$ cat src/rtl/seq_det_pkg.sv
// Shared types and defaults for the parametrised serial-pattern detector.
package seq_det_pkg;

    typedef enum logic [1:0] {
        IDLE = 2'd0,
        SCAN = 2'd1,
        HIT  = 2'd2
    } state_t;

    localparam logic [2:0] DEF_PATTERN = 3'b101;
    localparam int         DEF_LENGTH  = 3;
    localparam bit         DEF_OVERLAP = 1'b1;

    // Length field must be able to hold PAT_W itself, not just PAT_W-1.
    function automatic int calc_len_w(input int pat_w);
        return $clog2(pat_w + 1);
    endfunction

endpackage

$ cat src/rtl/sat_counter.sv
// Saturating up-counter with synchronous clear; a clear coinciding with an
// increment leaves the counter at one.
module sat_counter #(
    parameter int W = 16
) (
    input  logic         clk,
    input  logic         rst,
    input  logic         clr,
    input  logic         inc,
    output logic [W-1:0] count
);

    always_ff @(posedge clk) begin
        if (rst) begin
            count <= '0;
        end else if (clr) begin
            count <= inc ? W'(1) : '0;
        end else if (inc && (count != '1)) begin
            count <= count + W'(1);
        end
    end

endmodule

$ cat src/rtl/seq_detector_param.sv
// Moore serial-pattern detector with run-time programmable pattern, length
// and overlap mode, plus a saturating match counter.
module seq_detector_param
    import seq_det_pkg::*;
#(
    parameter int               PAT_W   = 8,
    parameter int               LEN_W   = calc_len_w(PAT_W),
    parameter int               CNT_W   = 16,
    parameter logic [PAT_W-1:0] DEF_PAT = PAT_W'(DEF_PATTERN),
    parameter logic [LEN_W-1:0] DEF_LEN = LEN_W'(DEF_LENGTH),
    parameter logic             DEF_OVL = DEF_OVERLAP
) (
    input  logic             clk,
    input  logic             rst,
    input  logic             din_valid,
    input  logic             din,
    input  logic             cfg_load,
    input  logic [PAT_W-1:0] cfg_pat,
    input  logic [LEN_W-1:0] cfg_len,
    input  logic             cfg_ovl,
    input  logic             cnt_clr,
    output logic             dout,
    output logic [CNT_W-1:0] match_count,
    output logic             cfg_err
);

    localparam logic [LEN_W-1:0] PAT_MAX = LEN_W'(PAT_W);

    state_t           state;
    logic [PAT_W-1:0] pat_r;
    logic [LEN_W-1:0] len_r;
    logic             ovl_r;
    logic [PAT_W-1:0] history;
    logic [LEN_W-1:0] fill;

    logic [PAT_W-1:0] mask;
    logic [PAT_W-1:0] hist_n;
    logic [LEN_W-1:0] fill_n;
    logic             hit_n;
    logic             accept;
    logic             match;
    logic             cfg_legal;

    // Next-history candidate and pattern compare over the active length only.
    always_comb begin
        mask = '0;
        for (int i = 0; i < PAT_W; i++) begin
            if (i < int'(len_r)) begin
                mask[i] = 1'b1;
            end
        end
        hist_n = (history << 1) | PAT_W'(din);
        fill_n = (fill == PAT_MAX) ? fill : fill + LEN_W'(1);
        hit_n  = (fill_n >= len_r) && (((hist_n ^ pat_r) & mask) == '0);
    end

    // A bit sharing its cycle with cfg_load is dropped.
    assign accept    = din_valid && !cfg_load && (state != IDLE);
    assign match     = accept && hit_n;
    assign cfg_legal = (cfg_len != '0) && (cfg_len <= PAT_MAX);

    always_ff @(posedge clk) begin
        if (rst) begin
            pat_r   <= DEF_PAT;
            len_r   <= DEF_LEN;
            ovl_r   <= DEF_OVL;
            history <= '0;
            fill    <= '0;
            state   <= SCAN;
        end else if (cfg_load) begin
            pat_r   <= cfg_pat;
            len_r   <= cfg_len;
            ovl_r   <= cfg_ovl;
            history <= '0;
            fill    <= '0;
            state   <= cfg_legal ? SCAN : IDLE;
        end else if (accept) begin
            if (hit_n) begin
                state <= HIT;
                if (ovl_r) begin
                    history <= hist_n;
                    fill    <= fill_n;
                end else begin
                    history <= '0;
                    fill    <= '0;
                end
            end else begin
                state   <= SCAN;
                history <= hist_n;
                fill    <= fill_n;
            end
        end
    end

    assign dout    = (state == HIT);
    assign cfg_err = (state == IDLE);

    sat_counter #(
        .W(CNT_W)
    ) u_match_cnt (
        .clk  (clk),
        .rst  (rst),
        .clr  (cnt_clr),
        .inc  (match),
        .count(match_count)
    );

endmodule

$ cat config.mk
export PLATFORM = sky130hd
export DESIGN_NAME = seq_detector_param
export DESIGN_NICKNAME = d
export VERILOG_FILES = /design/src/rtl/seq_det_pkg.sv /design/src/rtl/sat_counter.sv /design/src/rtl/seq_detector_param.sv
export SDC_FILE = /design/constraint.sdc
export NUM_CORES = 1
export LEC_CHECK = 0
export ABC_AREA = 0
export CORE_ASPECT_RATIO = 1.1
export CORE_MARGIN = 5
export CORE_UTILIZATION = 50
export DETAILED_ROUTE_END_ITERATION = 10
export PLACE_DENSITY = 0.77
export SLEW_MARGIN = 20
export SYNTH_ARGS = -nofsm -noshare
export SYNTH_HDL_FRONTEND = slang
export SYNTH_SLANG_ARGS = --single-unit
$ cat constraint.sdc
create_clock -name clk -period 3.2 [get_ports clk]
set_input_delay 0.64 -clock clk [delete_from_list [all_inputs] [get_ports clk]]
set_output_delay 0.64 -clock clk [all_outputs]
set_load 0.03 [all_outputs]
# --- After elaboration in Yosys (flattened, before gate mapping) ---
# Cells that the tools add are included.
# W data, S select, Z words.
word_totals:
  register_bits: 42
  output_inout_bits: 18
  wordCells: 59
  inputBits: 19
op_classes:
  n_reduce_logical: 14
  n_lt_le_gt_ge: 10
  muxes: 20
  n_bitwise: 3
  addsub: 2
  n_eq_ne: 3
ops:
  columns: ["cell", "n"]
  rows:
  - ["$mux W16", 2]
  - ["$add A16 B1 Y16 const B", 1]
  - ["$lt A3 B4 Y1 const A", 4]
  - ["$ne A16 B16 Y1 const B", 1]
  - ["$mux W7", 2]
  - ["$mux W4", 3]
  - ["$mux W1", 10]
  - ["$and A8 B8 Y8", 1]
  - ["$logic_not A8 Y1", 1]
  - ["$lt A1 B4 Y1 const A", 2]
  - ["$lt A2 B4 Y1 const A", 2]
  - ["$or A8 B1 Y8", 1]
  - ["$xor A8 B8 Y8", 1]
  - ["$logic_and A1 B1 Y1", 6]
  - ["$mux W2", 3]
  - ["$reduce_bool A2 Y1", 3]
  - ["$add A4 B1 Y4 const B", 1]
  - ["$eq A4 B4 Y1 const B", 1]
  - ["$ge A4 B4 Y1", 1]
  - ["$le A4 B4 Y1 const B", 1]
  - ["$reduce_bool A4 Y1", 1]
  - ["$eq A2 B2 Y1 const B", 1]
  - ["$logic_not A2 Y1", 1]
  - ["$reduce_or A2 Y1", 1]
  - ["$logic_not A1 Y1", 1]

# --- Longest topological paths before layout ---
logic_depth:
  ltp_word: 9
  depth_mapped: 13
  mapped_depth_nobuf: 12

# --- Cells and area by module ---
# Synthesis repeated with hierarchy kept, for this count alone.
unflattened:
  hier_cells: 230
  area_unflattened_um2: 2144.6
modules_own_cells:
  columns: ["module", "seq_area_each_um2", "n_inst", "area_per_inst_um2", "cells_each"]
  rows:
  - ["seq_detector_param", 520.5, 1, 1303.8, 131]
  - ["sat_counter", 320.3, 1, 840.8, 99]

# --- Worst setup path after synthesis ---
# No wires, ideal clock.
synth_path:
  path_type: "flip-flop to flip-flop"
  from: "register fill[0]"
  to: "register fill[1]"
  setup_slack_ps: 521
  period_less_slack_ps: 2679
  required_time_ps: 3138
  setup_time_ps: 62
  t_arrival_ps: 2616
  path_buffers: 1
  stages_incl_launch_ff: 14
  cell_sequence: "dfxtp_1 inv_1 ha_1 nand2_1 nor2_1 xnor2_1 ha_1 nand2b_1 a2111oi_0 a2111oi_4 nand2_1 o21a_1 buf_2 a22o_1"
synth_via:
  elab_chain_cells: 5
  elab_cells_between_ends: 7
  cone_classes: "add/sub (1); order compare (1); eq/ne (1); mux (3); reduce/logical (1)"
synth_lines:
  columns: ["element", "line", "source"]
  rows:
  - ["start, declared", "seq_detector_param.sv:34", "logic [LEN_W-1:0] fill;"]
  - ["start signal, assigned", "seq_detector_param.sv:82", "fill <= fill_n;"]
  - ["start signal, assigned", "seq_detector_param.sv:90", "fill <= fill_n;"]
  - ["$add A4 B1 Y4 / $eq A4 B4 Y1 (equally long branches)", "seq_detector_param.sv:53", "fill_n = (fill == PAT_MAX) ? fill : fill + LEN_W'(1);"]
  - ["$mux W4 (*)", "seq_detector_param.sv:53", null]
  - ["$ge A4 B4 Y1", "seq_detector_param.sv:54", "hit_n = (fill_n >= len_r) && (((hist_n ^ pat_r) & mask) == '0);"]
  - ["$logic_and A1 B1 Y1", "seq_detector_param.sv:54", null]
  - ["$mux W4 (*)", "seq_detector_param.sv:78", "if (hit_n) begin"]
# Mark *: on every way between the ends. The rest lies on a longest branch, timed or not.
# A chain may end at the register's enable or synchronous reset.

# --- Worst setup path after layout ---
# Same ends and word-level chain as after synthesis.

==> results.tsv <==
metric	value	unit
min_period	2.94	ns
synth.net_count	255	
io_buffers	36	
synth_xor_area_share	6.30	%
wl_per_cell	13.9	um
tns	0	ns
top_usage_layer	met2	
synth_area	0.00206	mm2
core	0.00399	mm2
worst_pin_slew	0.736	ns
hold_path.class	register to register	
synth_warnings	0	
pwr-share-seq	51.2	%
drt_pass1_iterations	4	
worstSkewPairLatency	0.29	ns
drt_wl_total	4.48	mm
rows	24	
overflow	0	
grt_setup_unrepaired	false	
vias	1786	
synth_adder_area_share	4.24	%
startpoint_type	register	
drive_gt1_share	7.04	%
start_util	51.7	%
path_clk_slew	0.08	ns
ys_seq_elements	42	
regArea	841	um2
cts_root_buffer	clkbuf_8	
synth_top_family_by_area	simple AND/OR/NAND/NOR gates	
clkPwrFrac	38.1	%
multi_input_area	0.00116	mm2
die_w	71.3	um
crit_start	fill[0]$_SDFFE_PP0P_	
clock-sinks	42	
critPathCaptureType	register	
p_int	0.000822	W
p_sw	0.000248	W
worst_slack	0.262	ns
synth_top_area_share	40.7	%
maxCapViolations	0	
vias_per_cell	5.55	
yosys-mux-area-fraction	6.30	%
power_density	411	mW/mm2
synth_top_area_cell	dfxtp_1	
drt_iter0_drc	105	
grt_max_degree	21	
seq_area_frac_synth	40.7	%
grt_usage	16.5	%
synth.area.top_cells	dfxtp_1, mux2i_1, a22o_1	
skew	0.00744	ns
cts_made_buffers	5	
power_frac_comb	10.8	%
htreeDepth	2	
irDropWorstVdd	0.000274	V
grtUsageMet2	28.1	%
hold_viol	0	
power_leakage	0.934	nW
post-route-period-util	91.8	%
crit_arrival	3.17	ns
pre_cts_ws	0.181	ns
maxSlewViolCount	0	
netSwitchingFraction	23.2	%
synthSimpleGateAreaFrac	19.8	%
setup_viol	0	
antenna_found_initial	0	
fmax	340	MHz
fin_nets	295	
synth_compound_area_share	19.3	%
gr-usage-met3	4.39	%
status	completed	
syn_area_per_cell	9.02	um2
area_growth	26.2	%
critPathKind	register to register	
grt_pass1_vias	1619	
globalRouteMet1Util	20.0	%
max-clock-path-buffers	2	
dieArea	0.00552	mm2
final_util	65.2	%
antenna_cells	0	
r2r_start	fill[0]$_SDFFE_PP0P_	
dieHeight	77.4	um
grt_first_pass_wirelength	7.46	mm
cts.repair.resized	0	
fillers	349	
worst_ep_required_time	3.43	ns
min-delay-start	pat_r[0]$_SDFFE_PP1P_	
place_congestion	0.868	
cp_max_fo	10	
drc	0	
cts_tree	built	
io_pins	37	
relSlewSlack	49.7	%
ys_types	42	
dp_hpwl	3.37	mm
drtAntennaViolNets	0	
netlist_instances	229	
-- placed cells by master (no fill, tap or decap), types with 5 or more instances in the layout --
cell type,n
o21ai_1,8
xnor2_1,9
inv_1,7
mux2i_1,13
ha_1,7
buf_4,6
a22o_1,10
clkdlybuf4s50_1,36
a21oi_1,15
o21ai_0,5
clkbuf_8,5
nor2_1,18
and3_1,5
dfxtp_1,42
nand3_1,10
or3_1,8
nand2_1,19
-- power groups by stage --
| stage | clock network (W) | registers [W] | logic, W |
|---|---|---|---|
| after floorplan | 0 | 0.000557 | 0.0000738 |
| after global placement | 0 | 0.000560 | 0.000112 |
| after detailed placement | 0 | 0.000560 | 0.000114 |
| after CTS | 0.000415 | 0.000547 | 0.000115 |
| after global routing | 0.000448 | 0.000549 | 0.000126 |
| final | 0.000408 | 0.000548 | 0.000115 |
-- metrics by stage --
stage | area, um2 | power [W] | hold WS [ns] | std cells
final | 2610 | 0.00107 | 0.512 | 322
after global routing | 2610 | 0.00112 | 0.521 | 322
after CTS | 2580 | 0.00108 | 0.513 | 319
after detailed placement | 2470 | 0.000674 | 0.491 | 311
after global placement | 2470 | 0.000672 | 0.480 | 311
after floorplan | 2060 | 0.000630 | 0.462 | 229
-- cell usage after synthesis --
master     instances
o21ai_0            5
ha_1               7
inv_1              7
clkbuf_1           4
or4_1              4
a21oi_1           15
o22ai_1            1
and4_1             1
o32ai_1            1
a32o_1             1
or2_2              1
o21bai_1           1
nand3_4            1
nand3_1           10
mux2i_1           13
xnor2_2            1
nor3_1             5
xnor2_1            9
a2111oi_0          2
o21a_1             3
o221ai_1           1
nor2_1            18
and2_1             1
a22o_1            10
buf_2              2
a2111oi_4          1
xor2_1             4
a41oi_1            1
a211oi_1           1
dfxtp_1           42
nand2_1           19
or3_1              8
nand2b_1           2
o211ai_1           2
nand4_1            3
and3_1             5
nor4_1             1
o21ai_1            8
buf_6              1
buf_1              2
nor2b_1            1
o31ai_1            4
-- timing repair --
action | CTS | global route
endpoints found under the setup margin | 0 | 5
setup buffers | 0 | 3
hold buffers | 0 | 0
-- critical path: stages (launching register included) --
cell and delay, ns:
dfxtp_1 0.40, inv_1 0.09, ha_1 0.20, nand2_1 0.08, nor2_1 0.06, xnor2_1 0.13
ha_1 0.26, nand2b_1 0.14, a2111oi_0 0.68, a2111oi_4 0.14, nand2_1 0.16, o21a_1 0.35
a22o_1 0.20
-- state kept, by name (all words and copies together) (netlist names) --
name,flops
history,7
u_match_cnt.count,16
ovl_r,1
fill,4
pat_r,8
len_r,4
state,2
-- metal layers --
| metal | up-vias | wire [um] |
|---|---|---|
| met3 | 9 | 211 |
| li1 | 915 | - |
| met1 | 819 | 1920 |
| met2 | 43 | 2260 |
| met5 | - | 0 |
| met4 | 0 | 86 |
-- final cells by class --
cell class / instances / area share [%]
Clock inverter: 3 / 1.54
Sequential cell: 42 / 32.3
Tap cell: 52 / 2.50
Multi-Input combinational cell: 171 / 44.5
Inverter: 7 / 1.01
Timing Repair Buffer: 42 / 15.6
Clock buffer: 5 / 2.64
-- cell families after synthesis --
family                     after synthesis
and+or+nand+nor                         80
AOI/OAI and AO/OA                       57
DFF                                     42
buffers and inverters                   16
xor gates and xnor gates                14
muxes                                   13
adders and majority gates                7
-- final timing paths --
path | to | slack, ns | cells after the start
hold / removal | pat_r[0]$_SDFFE_PP1P_ | 0.51 | 2
setup reg to reg | fill[1]$_SDFFE_PP0P_ | 0.26 | 12
setup / recovery | fill[1]$_SDFFE_PP0P_ | 0.26 | 12
hold reg to reg | pat_r[0]$_SDFFE_PP1P_ | 0.51 | 2
Note: power is estimated with default switching activity, not from simulation.
